### config.mk
export PLATFORM = sky130hd
export DESIGN_NAME = s27_scan
export DESIGN_NICKNAME = d
export VERILOG_FILES = /design/src/rtl/s27_scan_pkg.sv /design/src/rtl/s27_scan_dff.sv /design/src/rtl/s27_scan.sv
export SDC_FILE = /design/constraint.sdc
export NUM_CORES = 1
export LEC_CHECK = 0
export BUFFER_PORTS_ARGS = -buffer_cell sky130_fd_sc_hd__buf_2
export CAP_MARGIN = 40
export CORE_AREA = 4 4 41 43
export CTS_CLUSTER_SIZE = 40
export DETAILED_ROUTE_END_ITERATION = 12
export DIE_AREA = 0 0 45 47
export GPL_ROUTABILITY_DRIVEN = 1
export PLACE_DENSITY = 0.3
export SLEW_MARGIN = 40
export SYNTH_ARGS = -nofsm -noshare
export SYNTH_HDL_FRONTEND = slang
export SYNTH_SLANG_ARGS = --single-unit
export TNS_END_PERCENT = 5
### constraint.sdc
create_clock -name CK -period 1.3 [get_ports CK]
set_input_delay 0.065 -clock CK [delete_from_list [all_inputs] [get_ports CK]]
set_output_delay 0.065 -clock CK [all_outputs]
set_load 0.05 [all_outputs]
### src/rtl/s27_scan_pkg.sv
// Shared constants for the full-scan s27 benchmark.
package s27_scan_pkg;

  localparam int unsigned SCAN_LEN = 3;

  // Chain positions: scan_in -> G5 -> G6 -> G7 -> scan_out.
  localparam int unsigned IDX_G5 = 0;
  localparam int unsigned IDX_G6 = 1;
  localparam int unsigned IDX_G7 = 2;

endpackage

### src/rtl/s27_scan_dff.sv
// Mux-D scan cell: shift data when scan_en=1, capture d otherwise; sync active-low reset wins.
module s27_scan_dff
  import s27_scan_pkg::*;
(
  input  logic CK,
  input  logic rst_n,
  input  logic scan_en,
  input  logic d,
  input  logic si,
  output logic q
);

  logic q_d;
  logic q_q;

  always_comb begin
    if (scan_en) begin
      q_d = si;
    end else begin
      q_d = d;
    end
  end

  always_ff @(posedge CK) begin
    if (!rst_n) begin
      q_q <= 1'b0;
    end else begin
      q_q <= q_d;
    end
  end

  assign q = q_q;

endmodule

### src/rtl/s27_scan.sv
// ISCAS-89 s27 with its three state flops replaced by a single stitched scan chain.
module s27_scan
  import s27_scan_pkg::*;
(
  input  logic CK,
  input  logic rst_n,
  input  logic scan_en,
  input  logic scan_in,
  input  logic G0,
  input  logic G1,
  input  logic G2,
  input  logic G3,
  output logic scan_out,
  output logic G17
);

  logic [SCAN_LEN-1:0] state_q;
  logic [SCAN_LEN-1:0] func_d;
  logic [SCAN_LEN-1:0] chain_si;

  logic g5_s, g6_s, g7_s;
  logic g8_s, g9_s, g10_s, g11_s, g12_s, g13_s, g14_s, g15_s, g16_s;

  assign g5_s = state_q[IDX_G5];
  assign g6_s = state_q[IDX_G6];
  assign g7_s = state_q[IDX_G7];

  always_comb begin
    g14_s = ~G0;
    g8_s  = g14_s & g6_s;
    g12_s = ~(G1 | g7_s);
    g15_s = g12_s | g8_s;
    g16_s = G3 | g8_s;
    g9_s  = ~(g16_s & g15_s);
    g11_s = ~(g5_s | g9_s);
    g10_s = ~(g14_s | g11_s);
    g13_s = ~(G2 | g12_s);
  end

  always_comb begin
    func_d[IDX_G5]   = g10_s;
    func_d[IDX_G6]   = g11_s;
    func_d[IDX_G7]   = g13_s;
    chain_si[IDX_G5] = scan_in;
    chain_si[IDX_G6] = g5_s;
    chain_si[IDX_G7] = g6_s;
  end

  for (genvar i = 0; i < SCAN_LEN; i++) begin : g_cell
    s27_scan_dff u_cell (
      .CK      (CK),
      .rst_n   (rst_n),
      .scan_en (scan_en),
      .d       (func_d[i]),
      .si      (chain_si[i]),
      .q       (state_q[i])
    );
  end

  // Output is deliberately ungated by scan_en, so it toggles during shift.
  assign G17      = ~g11_s;
  assign scan_out = g7_s;

endmodule

==> results of run 1 <==
metal layers:
| metal | share of wire | track usage |
|---|---|---|
| met5 | 0 | 0 |
| met4 | 0 | 0.0351 |
| met3 | 0.19 | 0.0498 |
| met2 | 0.38 | 0.0480 |
| met1 | 0.43 | 0.0522 |
cell families after synthesis:
| group | count (synthesis) | synth area share |
|---|---|---|
| AOI/OAI and AO/OA | 5 | 0.214 |
| and+or+nand+nor | 8 | 0.357 |
| DFF | 3 | 0.429 |
where the power goes:
part | leakage (nW) | internal [mW] | switching [mW] | total [mW]
clock | 0.0150 | 0.115 | 0.0477 | 0.163
combinational | 0.0674 | 0.0226 | 0.0311 | 0.0536
sequential | 0.0251 | 0.0981 | 0.00580 | 0.104
total | 0.107 | 0.236 | 0.0846 | 0.320
placed cells by master (no fill, tap or decap), drive strengths merged:
cell / count
nand3: 1
buf: 9
a21boi: 2
o21ai: 2
or3b: 1
dfxtp: 3
nor4b: 1
a21oi: 1
nor2: 2
nand2: 2
clkbuf: 4
nand2b: 1
metrics by stage:
| step | util | hold slack (ns) | setup WS, ns | total power, mW | area, sq um |
|---|---|---|---|---|---|
| after floorplan | - | 0.202 | 0.123 | 0.135 | 153 |
| after global placement | 0.166 | 0.316 | 0.216 | 0.156 | 216 |
| after detailed placement | 0.166 | 0.322 | 0.230 | 0.156 | 216 |
| after CTS | 0.193 | 0.0729 | 0.0248 | 0.330 | 251 |
| after global routing | 0.193 | 0.101 | 0.0171 | 0.344 | 251 |
| final | 0.193 | 0.0787 | 0.0848 | 0.320 | 251 |
what timing repair did:
action,in CTS,in global routing
gates resized for setup,1,0
pin swaps,0,1
setup endpoints to repair,1,1
area by class of cell:
cell class                 instances  area (sq um)  share of cell area
tap                               15          18.8              0.0746
sequential                         3          61.3               0.244
clock buffer                       4          26.3               0.104
timing repair buffer               9          45.0               0.179
multi-input combinational         13           100               0.398
worst max path at each step:
stage | endpoint | slack (ns) | startpoint | cells after the start
floorplan | g_cell[1].u_cell.q | 0.12 | g_cell[2].u_cell.q | 3
global placement | G17 | 0.22 | g_cell[0].u_cell.q | 3
detailed placement | G17 | 0.23 | g_cell[0].u_cell.q | 3
CTS | G17 | 0.02 | g_cell[0].u_cell.q | 3
global route | G17 | 0.02 | g_cell[2].u_cell.q | 3
finish | G17 | 0.08 | g_cell[2].u_cell.q | 3
critical path, cell delays in order (launching register included):
cell and delay, ns:
dfxtp_2 0.33, nor4b_4 0.33, a21oi_4 0.05, buf_2 0.22
==> results.cfg, run 1 <==
[timing]
setup-violations-final = 0
min_period_over_period = 0.935
fin_skew_ns = 0.00462
rsz0062_at_grt = false
tns_ns = 0
hold_violations = 0
drv_slew = 0
worst_pin_slew_ns = 0.293
layout_min_cycle_time_ns = 1.22
slew_headroom = 0.804
max_freq_ghz = 0.823

[setup_path]
worstPathArrival_ns = 1.15
rrSetupSlack_ns = 0.31
reg2reg_depth = 3
path_class = flop to output pin
cp.required_ns = 1.24
worstReg2RegEnd = g_cell[0].u_cell.q
r2r-start = g_cell[0].u_cell.q
cp-start-kind = flop
endpoint_kind = output pin
critPathMaxFanout = 3

[yosys]
async_flop_share = 0
netlist_area_sq_um = 140
yosysSeqAreaShare = 0.429
synth_top_area_frac = 0.429
yosysTopAreaCell = dfxtp_1
synth-seq-cells = 3
syn_inst = 16
synth.most_common_cell = dfxtp_1
synth-main-ff-cell = dfxtp_1
synth_common_cells = 3 x dfxtp_1, 2 x nand2_1, 2 x nor2_1
synthTopCellsByArea = dfxtp_1 43%, nor4b_2 11%, or3b_1 6.3%
avgSynthCellArea_sq_um = 8.76
syn_nets = 24
yosys_warnings = 0
synthDistinctLibCells = 12
synth-edff-count = 0

[clock_tree]
cts_tree = done
clock-root-buffer = clkbuf_4
cts_buffer_depth = 2
cts.sinks = 3
insertion_delay_ns = 0.23
numCtsBuffers = 3
clk_pin_slew_ns = 0.04
ctsHoldBuffers = 0
postCtsSetupBuffers = 0
htreeDepth = 1

[global_routing]
grt-ovfl-total = 0
grt_pass1_vias = 153
antenna_found_initial = 0
grt_pass1_wl_microns = 634
grt_max_degree = 7
grt_use_total = 0.0466

[routing]
vias_per_cell = 3.82
ant_nets = 0
finalWirelength_microns = 405
first_pass_iters = 3
route.detailed.drc = 0
wire_per_inst_microns = 9.20
route.vias.total = 168
drt_iter0_markers = 4

[final_layout]
fillers = 149
largest_register_ffs = 3
fin_cells = 44
area_delta_synth_final_pct = 79.5
nets = 38
diodes = 0
drive_gt1_frac = 0.517

[floorplan]
coreArea_sq_mm = 0.00130
die-height_microns = 47
rows = 13
pin_count = 10
die_w_microns = 45
start_util = 0.108
die-area_sq_mm = 0.00212

[power]
powerDensity_mw_per_mm2 = 1270
vdd_drop_max_v = 0.000389
p_leak_nw = 0.107

[placed_design]
io_buffers = 9
dp.cells = 40
gp_congestion = 0.701

[min_path]
hp-start = scan_in
worst_hold_path.num_cells = 3
hold_class = input pin to flop
min_to = g_cell[0].u_cell.q

[run]
maxCapViolations = 0

[outcome]
outcome = finished, final reports clean
Power figures use the tool's default switching activity.
==> inputs of run 2 (changes only) <==
--- a/config.mk
+++ b/config.mk
@@ -5,6 +5,7 @@
 export SDC_FILE = /design/constraint.sdc
 export NUM_CORES = 1
 export LEC_CHECK = 0
+export ABC_AREA = 1
 export BUFFER_PORTS_ARGS = -buffer_cell sky130_fd_sc_hd__buf_2
 export CAP_MARGIN = 40
 export CORE_AREA = 4 4 41 43
@@ -12,7 +13,7 @@
 export DETAILED_ROUTE_END_ITERATION = 12
 export DIE_AREA = 0 0 45 47
 export GPL_ROUTABILITY_DRIVEN = 1
-export PLACE_DENSITY = 0.3
+export PLACE_DENSITY = 0.31
 export SLEW_MARGIN = 40
 export SYNTH_ARGS = -nofsm -noshare
 export SYNTH_HDL_FRONTEND = slang
==> run 2 against run 1 <==
Worst setup slack improved by 0.095 ns. Sequential cell count unchanged. Sequential share of layout area increased by 1.0 points. Clock power decreased by 3%. Clock skew decreased by 0.0029 ns. Cell count increased by 14%. Maximum frequency increased by 8.4%. Critical path depth increased by 2. Hold slack got worse by 0.014 ns. Power decreased by 0.60%. Synthesized area increased by 4.5%. Critical path type unchanged. Largest cell class unchanged. Highest routed layer unchanged.
==> results.cfg, run 2 <==
[yosys]
synth_common_cells = 4 x inv_1, 3 x dfxtp_1, 3 x nand2_1, 3 x nor2_1, 3 x o21ai_0
async_flop_share = 0
synth-main-ff-cell = dfxtp_1
synth-edff-count = 0
syn_nets = 30
netlist_area_sq_um = 146
yosysTopAreaCell = dfxtp_1
synth-seq-cells = 3
synth_top_area_frac = 0.410
avgSynthCellArea_sq_um = 6.65
yosys_warnings = 0
synthTopCellsByArea = dfxtp_1 41%, o21ai_0 10%, inv_1 10%
yosysSeqAreaShare = 0.410
synthDistinctLibCells = 9
synth.most_common_cell = inv_1
syn_inst = 22

[timing]
max_freq_ghz = 0.892
fin_hold_ws_ns = 0.0649
slew_headroom = 0.834
fin_skew_ns = 0.00177
layout_min_cycle_time_ns = 1.12
setup-violations-final = 0
min_period_over_period = 0.862
rsz0062_at_grt = false
tns_ns = 0
hold_violations = 0
drv_slew = 0
worst_pin_slew_ns = 0.251

[setup_path]
path_class = flop to output pin
worstPathArrival_ns = 1.06
critPathMaxFanout = 2
endpoint_kind = output pin
cp-start-kind = flop
cp.required_ns = 1.24

[routing]
vias_per_cell = 3.46
drt_iter0_markers = 5
route.vias.total = 173
ant_nets = 0
first_pass_iters = 3
wire_per_inst_microns = 7.64
route.detailed.drc = 0
finalWirelength_microns = 382

[clock_tree]
postCtsResizedCells = 0
numCtsBuffers = 3
cts_buffer_depth = 2
clock-root-buffer = clkbuf_4
htreeDepth = 1
clk_pin_slew_ns = 0.04
ctsHoldBuffers = 0
cts.sinks = 3
postCtsSetupBuffers = 0
cts_tree = done
insertion_delay_ns = 0.23

[global_routing]
grt-ovfl-total = 0
grt_use_total = 0.0537
grt_max_degree = 7
antenna_found_initial = 0
grt_pass1_vias = 169
grt_pass1_wl_microns = 696

[final_layout]
diodes = 0
fin_cells = 50
drive_gt1_frac = 0.429
area_delta_synth_final_pct = 61.5
nets = 44
mostFrequentLayoutCells = 9 x buf_2, 4 x inv_1
layout.cells.most_common = buf_2
largest_register_ffs = 3

[placed_design]
post-dp-hpwl_microns = 313
dp.cells = 46
io_buffers = 9
gp_congestion = 0.580

[power]
share_comb_of_total_power = 0.182
swShare = 0.265
p_leak_nw = 0.124
internal_power_mw = 0.234
pwr-share-clk = 0.496
seq_power_share = 0.322
p_sw_mw = 0.0843
vdd_drop_max_v = 0.000535
powerDensity_mw_per_mm2 = 1350

[floorplan]
pin_count = 10
die-area_sq_mm = 0.00212
die-height_microns = 47
coreArea_sq_mm = 0.00130
die_w_microns = 45
rows = 13
start_util = 0.112

[outcome]
outcome = finished, final reports clean

[min_path]
hold_class = input pin to flop

[run]
maxCapViolations = 0
run 2: through the flow:
step | cell area (sq um) | setup WS (ns) | total power [mW] | util
floorplan | 146 | 0.0174 | 0.142 | -
global placement | 210 | 0.425 | 0.162 | 0.162
detailed placement | 210 | 0.413 | 0.162 | 0.162
CTS | 236 | 0.159 | 0.330 | 0.182
global route | 236 | 0.0954 | 0.356 | 0.182
finish | 236 | 0.179 | 0.318 | 0.182
run 2: power by group through the flow:
stage                     clock, mW  sequential, mW  combinational [mW]
after detailed placement          0           0.104              0.0584
after global routing          0.187           0.103              0.0653
after global placement            0           0.104              0.0578
after CTS                     0.169           0.103              0.0586
after floorplan                   0           0.111              0.0316
final                         0.158           0.103              0.0580
run 2: final cells by class:
| type | instances | area (sq um) |
|---|---|---|
| Tap cell | 15 | 18.8 |
| Timing Repair Buffer | 9 | 45.0 |
| Sequential cell | 3 | 60.1 |
| Clock buffer | 4 | 26.3 |
| Fill cell | 165 | 1060 |
| Inverter | 4 | 15.0 |
| Multi-Input combinational cell | 15 | 71.3 |
run 2: worst max-delay path, stage by stage (launching register included):
cell and delay (ns):
dfxtp_1 0.30, nor2_2 0.12, nand2_1 0.08, nand2_2 0.07
nand2_2 0.05, buf_2 0.20
run 2: metal layers:
layer	vias up	routed length (microns)	global-route usage
li1	94	-	-
met1	68	197	0.0567
met2	11	115	0.0508
met3	0	69	0.0728
met4	0	0	0.0351
met5	-	0	0
run 2: cells by family after synthesis:
logic type | count (synthesis) | synth area share
flops | 3 | 0.410
compound gates | 5 | 0.171
buf+inv | 4 | 0.103
simple gates | 10 | 0.316
run 2: worst paths after layout:
| path | startpoint | to | slack [ns] | cells past startpoint |
|---|---|---|---|---|
| worst min register to register | g_cell[1].u_cell.q | g_cell[2].u_cell.q | 0.53 | 2 |
| worst max register to register | g_cell[2].u_cell.q | g_cell[0].u_cell.q | 0.46 | 6 |
| worst min-delay path | scan_en | g_cell[2].u_cell.q | 0.06 | 3 |
| worst max-delay path | g_cell[2].u_cell.q | G17 | 0.18 | 5 |
==> inputs of run 3 (changes only) <==
--- a/config.mk
+++ b/config.mk
@@ -6,7 +6,7 @@
 export NUM_CORES = 1
 export LEC_CHECK = 0
 export ABC_AREA = 1
-export BUFFER_PORTS_ARGS = -buffer_cell sky130_fd_sc_hd__buf_2
+export BUFFER_PORTS_ARGS = -buffer_cell sky130_fd_sc_hd__buf_4
 export CAP_MARGIN = 40
 export CORE_AREA = 4 4 41 43
 export CTS_CLUSTER_SIZE = 40
==> run 3 against run 2 <==
First-iteration DRC count did not move. Hold slack got worse by 0.0040 ns. Clock skew fell by 0.0011 ns. Register-to-register slack barely moved. Utilization rose by 1.7 points. Sequential power barely moved. Clock power barely moved. Critical path depth did not move. Sequential share of layout area fell by 2.2 points. Non-clock buffer count did not move. Sequential cell count did not move. Maximum frequency rose by 1.7%. Largest cell class unchanged.
==> results.cfg, run 3 (synthesis gave the netlist of run 2 again) <==
[final_layout]
diodes = 0
stdcell_area_sq_um = 259
fin_util = 0.199
ff_latch_area_sq_um = 60.1
fillers = 165
nets = 44
area_delta_synth_final_pct = 76.9
largest_register_ffs = 3
layout.cells.most_common = buf_4
mostFrequentLayoutCells = 9 x buf_4, 4 x inv_1
drive_gt1_frac = 0.429
multiInputGateArea_sq_um = 71.3

[power]
vdd_drop_max_v = 0.000510
p_leak_nw = 0.132
pwr-share-clk = 0.484
swShare = 0.260
powerDensity_mw_per_mm2 = 1270
p_sw_mw = 0.0853
share_comb_of_total_power = 0.203
seq_power_share = 0.313
internal_power_mw = 0.243

[floorplan]
rows = 13
die_w_microns = 45
die-area_sq_mm = 0.00212
die-height_microns = 47
coreArea_sq_mm = 0.00130
pin_count = 10
start_util = 0.112

[setup_path]
path_class = flop to output pin
critPathSlowestCell = dfxtp_1
cp_top_family = flip-flops
path_buf_inv = 1
cp.required_ns = 1.24
cp-start-kind = flop
worstPathArrival_ns = 1.04
critPathMaxFanout = 2
path_cells = nor2_2, nand2_1, nand2_2, nand2_2, buf_4
slowest_delay_ns = 0.31
r2r-start = g_cell[2].u_cell.q
crit_top_cell = nand2_2
cp-startpoint = g_cell[2].u_cell.q
endpoint_kind = output pin

[timing]
fin_skew_ns = 0.000705
setup-violations-final = 0
drv_slew = 0
layout_min_cycle_time_ns = 1.10
min_period_over_period = 0.848
tns_ns = 0
worst_pin_slew_ns = 0.173
hold_violations = 0
rsz0062_at_grt = false
slew_headroom = 0.883
fin_hold_ws_ns = 0.0609
max_freq_ghz = 0.908
setup_ws_ns = 0.198

[min_path]
hold_class = input pin to flop
hp-start = scan_en

[outcome]
outcome = finished, final reports clean

[clock_tree]
clk_pin_slew_ns = 0.04
htreeDepth = 1
cts_buffer_depth = 2
cts_tree = done
clock-root-buffer = clkbuf_4
insertion_delay_ns = 0.23
ctsHoldBuffers = 0
postCtsResizedCells = 0
cts.sinks = 3
postCtsSetupBuffers = 0
numCtsBuffers = 3

[global_routing]
grt_pass1_vias = 163
grt_max_degree = 7
grt_pass1_wl_microns = 634
antenna_found_initial = 0
grt-ovfl-total = 0
grt_use_total = 0.0474

[routing]
drt_iter0_markers = 5
ant_nets = 0
route.detailed.drc = 0
route.vias.total = 171
first_pass_iters = 2
vias_per_cell = 3.42
finalWirelength_microns = 379
wire_per_inst_microns = 7.58

[placed_design]
dp_slack_ns = 0.423
gp_congestion = 0.650
post-dp-hpwl_microns = 305
io_buffers = 9
placed_area_sq_um = 233

[run]
maxCapViolations = 0
## run 3: cell types whose count changed in the layout (fill, tap and decap cells not counted)
cell   previous run  this run
buf_2             9         0
buf_4             0         9
## run 3: area by class of cell
| cell class | instances | area share |
|---|---|---|
| clock buffer | 4 | 0.101 |
| inverter | 4 | 0.0580 |
| multi-input combinational | 15 | 0.275 |
| sequential | 3 | 0.232 |
| tap | 15 | 0.0725 |
| timing repair buffer | 9 | 0.261 |
## run 3: worst min-delay path: stages
cell    delay (ns)
buf_4         0.08
nor2_1        0.04
nor2_1        0.06
## run 3: worst paths after layout
kind / to / slack [ns] / depth (start not counted)
worst max-delay path: G17 / 0.20 / 5
worst min-delay path: g_cell[2].u_cell.q / 0.06 / 3
worst max register to register: g_cell[0].u_cell.q / 0.47 / 6
worst min register to register: g_cell[1].u_cell.q / 0.54 / 2
## run 3: metrics by stage
step,power (mW),std cells
CTS,0.338,50
global placement,0.171,46
global route,0.362,50
finish,0.328,50
floorplan,0.142,22
detailed placement,0.171,46
## run 3: per-layer routing
metal / track usage / vias up / wire length, microns
li1: - / 95 / -
met5: 0 / - / 0
met3: 0.0613 / 0 / 75
met2: 0.0452 / 11 / 110
met4: 0.0175 / 0 / 0
met1: 0.0567 / 65 / 193
## run 3: power by group through the flow
| stage | clock (mW) | combinational, mW | sequential (mW) |
|---|---|---|---|
| floorplan | 0 | 0.0316 | 0.111 |
| detailed placement | 0 | 0.0670 | 0.104 |
| CTS | 0.168 | 0.0673 | 0.103 |
| finish | 0.159 | 0.0665 | 0.103 |
| global route | 0.186 | 0.0730 | 0.103 |
| global placement | 0 | 0.0668 | 0.104 |
